### config.mk
export PLATFORM = sky130hd
export DESIGN_NAME = pkt_input_arbiter
export DESIGN_NICKNAME = d
export VERILOG_FILES = /design/src/rtl/tsn_pkt_defs.sv /design/src/rtl/pkt_rr_sel.sv /design/src/rtl/pkt_input_arbiter.sv
export SDC_FILE = /design/constraint.sdc
export NUM_CORES = 1
export LEC_CHECK = 0
export BUFFER_PORTS_ARGS = -buffer_cell sky130_fd_sc_hd__buf_4
export CORE_AREA = 5 5 262 264
export DETAILED_ROUTE_END_ITERATION = 10
export DIE_AREA = 0 0 267 269
export MAX_ROUTING_LAYER = met4
export PLACE_DENSITY = 0.4
export RECOVER_POWER = 100
export SKIP_CTS_REPAIR_TIMING = 1
export SKIP_LAST_GASP = 1
export SYNTH_ARGS = -nofsm -noshare
export SYNTH_HDL_FRONTEND = slang
export SYNTH_SLANG_ARGS = --single-unit
### constraint.sdc
create_clock -name clk_sys -period 8.7 [get_ports clk_sys]
set_input_delay 1.74 -clock clk_sys [delete_from_list [all_inputs] [get_ports clk_sys]]
set_output_delay 1.74 -clock clk_sys [all_outputs]
set_load 0.05 [all_outputs]
### src/rtl/tsn_pkt_defs.sv
// Shared packet-bus definitions: word width, flag encodings, field positions
// and the input arbiter's state encoding.
package tsn_pkt_defs;

    localparam int PKT_W   = 134;
    localparam int FLAG_HI = 133;
    localparam int FLAG_LO = 132;

    localparam logic [1:0] FLAG_HEAD = 2'b01;
    localparam logic [1:0] FLAG_MID  = 2'b11;
    localparam logic [1:0] FLAG_TAIL = 2'b10;

    localparam logic [3:0] INV_ALL = 4'd15;

    // Tail synthesised when a packet arrives without its own tail word
    localparam logic [PKT_W-1:0] FORCED_TAIL = {FLAG_TAIL, INV_ALL, 128'd0};

    typedef enum logic [1:0] {
        IDLE_S  = 2'b00,
        TRAN_S  = 2'b01,
        FLUSH_S = 2'b10
    } arb_state_e;

    function automatic logic [1:0] pkt_flag(input logic [PKT_W-1:0] word);
        return word[FLAG_HI:FLAG_LO];
    endfunction

endpackage

### src/rtl/pkt_rr_sel.sv
// Combinational round-robin picker: returns the first requesting port after
// ptr, wrapping modulo PORT_NUM (ptr itself is checked last).
module pkt_rr_sel #(
    parameter int PORT_NUM = 4,
    parameter int PORT_W   = 2
) (
    input  logic [PORT_NUM-1:0] req,
    input  logic [PORT_W-1:0]   ptr,
    output logic                valid,
    output logic [PORT_W-1:0]   idx
);

    // Scan ptr+1 .. ptr+PORT_NUM and keep the first hit
    always_comb begin
        logic [PORT_W-1:0] cand;
        valid = 1'b0;
        idx   = '0;
        cand  = '0;
        for (int i = 1; i <= PORT_NUM; i++) begin
            cand = PORT_W'((int'(ptr) + i) % PORT_NUM);
            if (!valid && req[cand]) begin
                valid = 1'b1;
                idx   = cand;
            end
        end
    end

endmodule

### src/rtl/pkt_input_arbiter.sv
// Round-robin packet arbiter merging PORT_NUM show-ahead FIFO streams onto one
// pkt bus. Whole packets are granted, words are never interleaved, malformed
// flag sequences are dropped (orphans) or closed with a forced tail.
// Optional feature macro: PKT_ARB_CNT_EN adds per-port completed-packet
// counters on ov_pkt_cnt (and the CNT_W parameter).
//
// state   | meaning
// --------+-------------------------------------------------------------
// IDLE_S  | choose next port; head -> grant, orphan word -> drop + o_err
// TRAN_S  | stream granted port's words until tail; stray head -> FLUSH_S
// FLUSH_S | emit forced tail when downstream ready, then back to IDLE_S
module pkt_input_arbiter
    import tsn_pkt_defs::*;
#(
    parameter int PORT_NUM = 4,
    parameter int PORT_W   = 2
`ifdef PKT_ARB_CNT_EN
   ,parameter int CNT_W    = 16
`endif
) (
    input  logic                      clk_sys,
    input  logic                      reset,
    input  logic [PORT_NUM-1:0]       iv_fifo_empty,
    input  logic [PORT_NUM*PKT_W-1:0] iv_fifo_rdata,
    output logic [PORT_NUM-1:0]       ov_fifo_rd,
    input  logic                      i_out_ready,
    output logic                      o_pkt_wr,
    output logic [PKT_W-1:0]          ov_pkt,
    output logic [PORT_W-1:0]         ov_src_port,
    output logic                      o_err,
    output logic [1:0]                arb_state
`ifdef PKT_ARB_CNT_EN
   ,output logic [PORT_NUM*CNT_W-1:0] ov_pkt_cnt
`endif
);

    arb_state_e        state;
    logic [PORT_W-1:0] grant;
    logic [PORT_W-1:0] rr_ptr;
    logic              first_word;

    logic              sel_valid;
    logic [PORT_W-1:0] sel_idx;
    logic [1:0]        sel_flag;
    logic [PKT_W-1:0]  gnt_word;
    logic [1:0]        gnt_flag;
    logic              gnt_avail;
    logic              stray_head;
    logic              idle_drop;
    logic              tran_pop;

    pkt_rr_sel #(
        .PORT_NUM (PORT_NUM),
        .PORT_W   (PORT_W)
    ) u_rr_sel (
        .req   (~iv_fifo_empty),
        .ptr   (rr_ptr),
        .valid (sel_valid),
        .idx   (sel_idx)
    );

    assign sel_flag   = iv_fifo_rdata[int'(sel_idx)*PKT_W + FLAG_LO +: 2];
    assign gnt_word   = iv_fifo_rdata[int'(grant)*PKT_W +: PKT_W];
    assign gnt_flag   = pkt_flag(gnt_word);
    assign gnt_avail  = !iv_fifo_empty[grant];
    // A head after the first popped word means the previous packet lost its tail
    assign stray_head = (gnt_flag == FLAG_HEAD) && !first_word;
    assign idle_drop  = (state == IDLE_S) && sel_valid && (sel_flag != FLAG_HEAD);
    assign tran_pop   = (state == TRAN_S) && gnt_avail && i_out_ready && !stray_head;
    assign arb_state  = state;

    // One-hot pop strobe; held off during reset so nothing is lost while it is asserted
    always_comb begin
        ov_fifo_rd = '0;
        if (!reset) begin
            if (idle_drop) begin
                ov_fifo_rd[sel_idx] = 1'b1;
            end else if (tran_pop) begin
                ov_fifo_rd[grant] = 1'b1;
            end
        end
    end

    // Arbitration FSM with registered output word, source port and error pulse
    always_ff @(posedge clk_sys or posedge reset) begin
        if (reset) begin
            state       <= IDLE_S;
            grant       <= '0;
            rr_ptr      <= PORT_W'(PORT_NUM - 1);
            first_word  <= 1'b0;
            o_pkt_wr    <= 1'b0;
            ov_pkt      <= '0;
            ov_src_port <= '0;
            o_err       <= 1'b0;
        end else begin
            o_pkt_wr <= 1'b0;
            o_err    <= 1'b0;
            case (state)
                IDLE_S: begin
                    if (sel_valid) begin
                        if (sel_flag == FLAG_HEAD) begin
                            grant      <= sel_idx;
                            first_word <= 1'b1;
                            state      <= TRAN_S;
                        end else begin
                            o_err <= 1'b1;
                        end
                    end
                end
                TRAN_S: begin
                    if (tran_pop) begin
                        o_pkt_wr    <= 1'b1;
                        ov_pkt      <= gnt_word;
                        ov_src_port <= grant;
                        first_word  <= 1'b0;
                        if (gnt_flag == FLAG_TAIL) begin
                            rr_ptr <= grant;
                            state  <= IDLE_S;
                        end
                    end else if (gnt_avail && stray_head) begin
                        state <= FLUSH_S;
                    end
                end
                FLUSH_S: begin
                    if (i_out_ready) begin
                        o_pkt_wr    <= 1'b1;
                        ov_pkt      <= FORCED_TAIL;
                        ov_src_port <= grant;
                        o_err       <= 1'b1;
                        rr_ptr      <= grant;
                        state       <= IDLE_S;
                    end
                end
                default: state <= IDLE_S;
            endcase
        end
    end

`ifdef PKT_ARB_CNT_EN
    logic tail_emit;

    assign tail_emit = (tran_pop && (gnt_flag == FLAG_TAIL)) ||
                       ((state == FLUSH_S) && i_out_ready);

    // Completed packets per port, real or forced tail; wraps naturally
    always_ff @(posedge clk_sys or posedge reset) begin
        if (reset) begin
            ov_pkt_cnt <= '0;
        end else if (tail_emit) begin
            ov_pkt_cnt[int'(grant)*CNT_W +: CNT_W] <=
                ov_pkt_cnt[int'(grant)*CNT_W +: CNT_W] + 1'b1;
        end
    end
`endif

endmodule

# [After elaboration in Yosys (flattened, before gate mapping)]
# Index checks and enable logic that the tools add are counted.
[totals] ramBits=0 regBits=145 input_bits=543 word_cells=116 out_inout_bits=144 mem_count=0 latch_bits=0 rom_bits=0
[classes] n_eq_ne=13 order_cmp=8 mul=2 bitwise=1 shift=2 n_div=0 reduce_logical=26 n_addsub=5 n_mux=51
[op_table] operator="536-bit by 11-bit indexed part select with 134-bit output" count=1
[op_table] operator="536-bit by 12-bit indexed part select with 2-bit output" count=1
[op_table] operator="134-bit 2-to-1 mux" count=2
[op_table] operator="134-bit one-hot mux with 2 select lines" count=1
[op_table] operator="2-bit 2-to-1 mux" count=14
[op_table] operator="2-bit by 3-bit less-than comparator with 1-bit output, second input constant" count=6
[op_table] operator="2-bit by 7-bit multiplier with 9-bit output, second input constant" count=2
[op_table] operator="1-bit 2-to-1 mux" count=18
[op_table] operator="1-bit logical AND" count=12
[op_table] operator="4-bit 2-to-1 mux" count=3
[op_table] operator="10-bit by 8-bit adder with 11-bit output, second input constant" count=1
[op_table] operator="1-bit binary-select mux with 2-bit select" count=5
[op_table] operator="2-bit one-hot mux with 2 select lines" count=2
[op_table] operator="4-bit AND reduction" count=2
[op_table] operator="2-bit by 1-bit == test with 1-bit output, second input constant" count=3
[op_table] operator="1-bit zero test" count=6
[op_table] operator="2-bit by 1-bit != test with 1-bit output, second input constant" count=3
[op_table] operator="2-bit != test, second input constant" count=3
[op_table] operator="3-bit by 2-bit != test with 1-bit output, second input constant" count=2
[op_table] operator="1-bit one-hot mux with 2 select lines" count=3
[op_table] operator="2-bit one-hot mux with 3 select lines" count=1
[op_table] operator="3-bit AND reduction" count=2
[op_table] operator="5-bit AND reduction" count=1
[op_table] operator="2-bit by 1-bit adder with 2-bit output, second input constant" count=2
[op_table] operator="7 further kinds" count=12

# [Depth between registers and ports, before layout]
[depth] word_depth=20 mapped_depth=11 depth_no_buf=8

# [Cells and area by module]
# From an unflattened synthesis, not the netlist that was laid out.
[unflattened] hier_cells=854 hier_area_um2=9648.0
[by_module_without_submodules] mod="pkt_input_arbiter" area_per_inst_um2=9556.7 instances=1 cells_each=840
[by_module_without_submodules] mod="pkt_rr_sel" area_per_inst_um2=91.3 instances=1 cells_each=14

# [Worst setup path before layout]
# OpenSTA, ideal clock, no wires.
[synth_path] kind="input port to output port" startpoint="input reset" endpoint="output ov_fifo_rd[2]" arrival_time_ns=5.867 n_path_buf=0 setup_slack_ns=1.093 cell_stages=3 path_cell_list="inv_1 nand3_1 mux2i_1"
[synth_between] elab_chain_len=1
[synth_lines] element="from (decl)" line="pkt_input_arbiter.sv:22" text="input logic reset,"
[synth_lines] element="4-bit 2-to-1 mux" line="pkt_input_arbiter.sv:75" text="if (!reset) begin"
[synth_lines] element="to (decl)" line="pkt_input_arbiter.sv:25" text="output logic [PORT_NUM-1:0] ov_fifo_rd,"
# Every way passes these cells.

# [Final worst setup path]
[layout_path] startpoint="input reset" endpoint="output ov_fifo_rd[0]"
# Same word-level chain as after synthesis.

==> reports/metrics.yaml <==
failed_checks: "capacitance limit, slew limit"
reg2reg_depth: 9
period_share_pct: 72.9
synth_largest_area_cell: "dfrtp_1"
setup.worst_path.start_class: "input port"
ir_worst_vdd_mv: 0.249
synth-edff-count: 0
setup_viol: 0
max_freq_mhz: 158
tightest_slew_ns: 3.68
cts_tree: "built"
core_sq_mm: 0.0663
r2r_end: "ov_pkt[60]$_DFFE_PP0P_"
maxCapViolations: 4
ys_seq_area_share_pct: 38.0
critPathBufInv: 3
worstPathArrival_ns: 4.60
hold_slack_ns: 0.511
hpwl_mm: 36.8
hold_viol_final: 0
via_per_inst: 3.98
synth_most_common_cell: "dfrtp_1"
cp_max_fo: 39
fp.dieW_um: 267
root_buffer: "clkbuf_16"
globalplace.congestion: 0.885
synth.ff_latch_count: 145
p_leak_uw: 0.00684
fillers: 7326
hold_path_end: "ov_src_port[0]$_DFFE_PP0P_"
dp.cells: 2339
synthCells: 846
critPathCaptureType: "primary output"
final_nets: 2031
routedWlPerCell_um: 19.2
yosys.cell_types.count: 43
fin_skew_ns: 0.00951
synth_nets: 1392
maxSlewViolCount: 311
synthTopCellsByArea: "dfrtp_1 (37%), mux4_2 (32%), nand3_1 (7.0%)"
grt-ovfl-total: 0
grt_pass1_wl_mm: 64.4
placed_area_sq_mm: 0.0155
initial_utilization_pct: 14.4
drive_gt1_share_pct: 48.7
async_reset_ff_share_pct: 100
r2r_slack_ns: 2.82
cts_max_path_buffers: 2
clk_pin_slew_ns: 0.06
wl_mm: 45.5
fp.dieH_um: 269
worstPathRequired_ns: 6.96
area_growth_pct: 62.3
hp-class: "flip-flop to flip-flop"
die_area_sq_mm: 0.0718
dr.first_iter.drc_count: 349
fp-row-count: 95
cp_slowest_cell: "clkinvlp_2"
numCtsBuffers: 17
layoutNonFillerInstCount: 2373
grt_usage_pct: 12.2
crit_path_frequent_cell: "clkbuf_1"
htree_levels: 4
rsz0062_at_grt: "false"
path_cells: "clkbuf_1 -> clkinvlp_2 -> and3_1 -> mux2_2 -> clkbuf_1"
crit_type: "input port to primary output"
finalInstanceArea_sq_mm: 0.0155
r2r_start: "grant[0]$_DFFE_PP0P_"
synth.top_cells.by_count: "dfrtp_1 (143), inv_1 (140), mux4_2 (135)"
fin_crit_ns: 6.34
drt-pass1-iter-count: 4
power_density_mw_per_mm2: 369
min_path_cells: 1
crit_family: "buffers and inverters"
clock_latency_ns: 0.46
antenna_found_initial: 2
slew_headroom_pct: -145
postSynthAreaPerCell_sq_um: 11.3
synth_warnings: 0
vias: 9439
ys.flop_type: "dfrtp_1"
synth_top_cell_area_share_pct: 37.5
fin_tns_setup_ns: 0
drc: 0
status: "finished with violations"
portBuffers: 686
synth.cell_area_sq_mm: 0.00955
critPathMaxStageDelay_ns: 1.44
clkSinkCount: 145
grt_max_degree: 159
first_global_vias: 10200
min_from: "ov_src_port[0]$_DFFE_PP0P_"
io_pins: 687
ant_nets: 0
-- area by class of cell --
type                    instances  area (sq um)  area share (%)
diodes                          2          5.00          0.0323
repair buffers                696          4660            30.1
well taps                     873          1090            7.05
multi-input cells             485          4960            32.0
clock buffers                  20           437            2.82
inverters                     140           529            3.41
clock inverters                12           181            1.17
flip-flops and latches        145          3640            23.5
-- cells in the final DEF, fill, tap and decap left out, types with 2 or more instances in the layout --
cell and instances:
o21ai_0 131, mux2i_1 6, dfstp_2 2, mux2_2 5, dfrtp_4 2, or3b_2 2
o22ai_1 3, clkinvlp_4 4, buf_4 545, clkbuf_16 17, nand2b_1 5, nor4_1 2
bufinv_16 4, a21oi_2 4, mux4_2 135, a21oi_1 7, clkbuf_1 153, diode_2 2
ha_1 3, inv_6 3, dfrtp_1 141, inv_1 138, nor2b_1 3, mux2_1 2
nand3_1 133, a31oi_1 2, nand4_1 2, nand2_1 12, nor2_1 12
-- worst register-to-register path: cells and delay by family, from the launching register on --
kind	cells	cell delay (ns)
buffers and inverters	3	3.63
flip-flops	1	0.67
multiplexers	1	0.62
AND/OR/NAND/NOR	3	0.53
AO/OA/AOI/OAI	2	0.33
-- cell families (layout without fill, tap and decap cells) --
kind of cell               after synthesis  in the layout  synth area share [%]
buffers and inverters                  216            868                  9.97
and+or+nand+nor                        178            178                  9.50
AOI/OAI and AO/OA                      156            156                  8.83
muxes                                  148            148                  33.3
DFF                                    145            145                  38.0
adders and majority gates                3              3                 0.393
other                                    0              2                     0
-- flip-flops by register name, summed over array words and instances (netlist names) --
register / flops
first_word: 1
ov_pkt: 134
arb_state: 2
ov_src_port: 2
o_err: 1
o_pkt_wr: 1
rr_ptr: 2
grant: 2
-- power by group --
part	switching, uW	internal [uW]	leakage [uW]
clock network	323	481	0.000288
logic	2470	1200	0.00476
registers	218	1020	0.00179
-- worst max-delay path by stage --
| stage | start | end | depth (start not counted) |
|---|---|---|---|
| 3_5_place_dp | iv_fifo_empty[3] | ov_fifo_rd[1] | 8 |
| 2_1_floorplan | reset | ov_fifo_rd[2] | 3 |
| 6_report | reset | ov_fifo_rd[0] | 5 |
| 4_1_cts | iv_fifo_empty[3] | ov_fifo_rd[1] | 8 |
| 5_1_grt | reset | ov_pkt[126]$_DFFE_PP0P_ | 3 |
| 3_3_place_gp | iv_fifo_empty[3] | ov_fifo_rd[1] | 8 |
-- metrics by stage --
step                      power (uW)  util, %  worst slack [ns]
after floorplan                 4100        -              1.09
after global placement          5270     23.3              3.18
after detailed placement        5290     23.3              3.12
after CTS                       6150     24.3              3.12
after global routing            6140     23.4              1.66
final                           5720     23.4              2.36
-- layer usage --
metal	wire, um	track usage, %
met1	17500	13.8
met2	23500	20.6
met3	3360	3.52
met4	1210	4.53
met5	0	-
No activity file was read; power rests on OpenSTA's default activity.
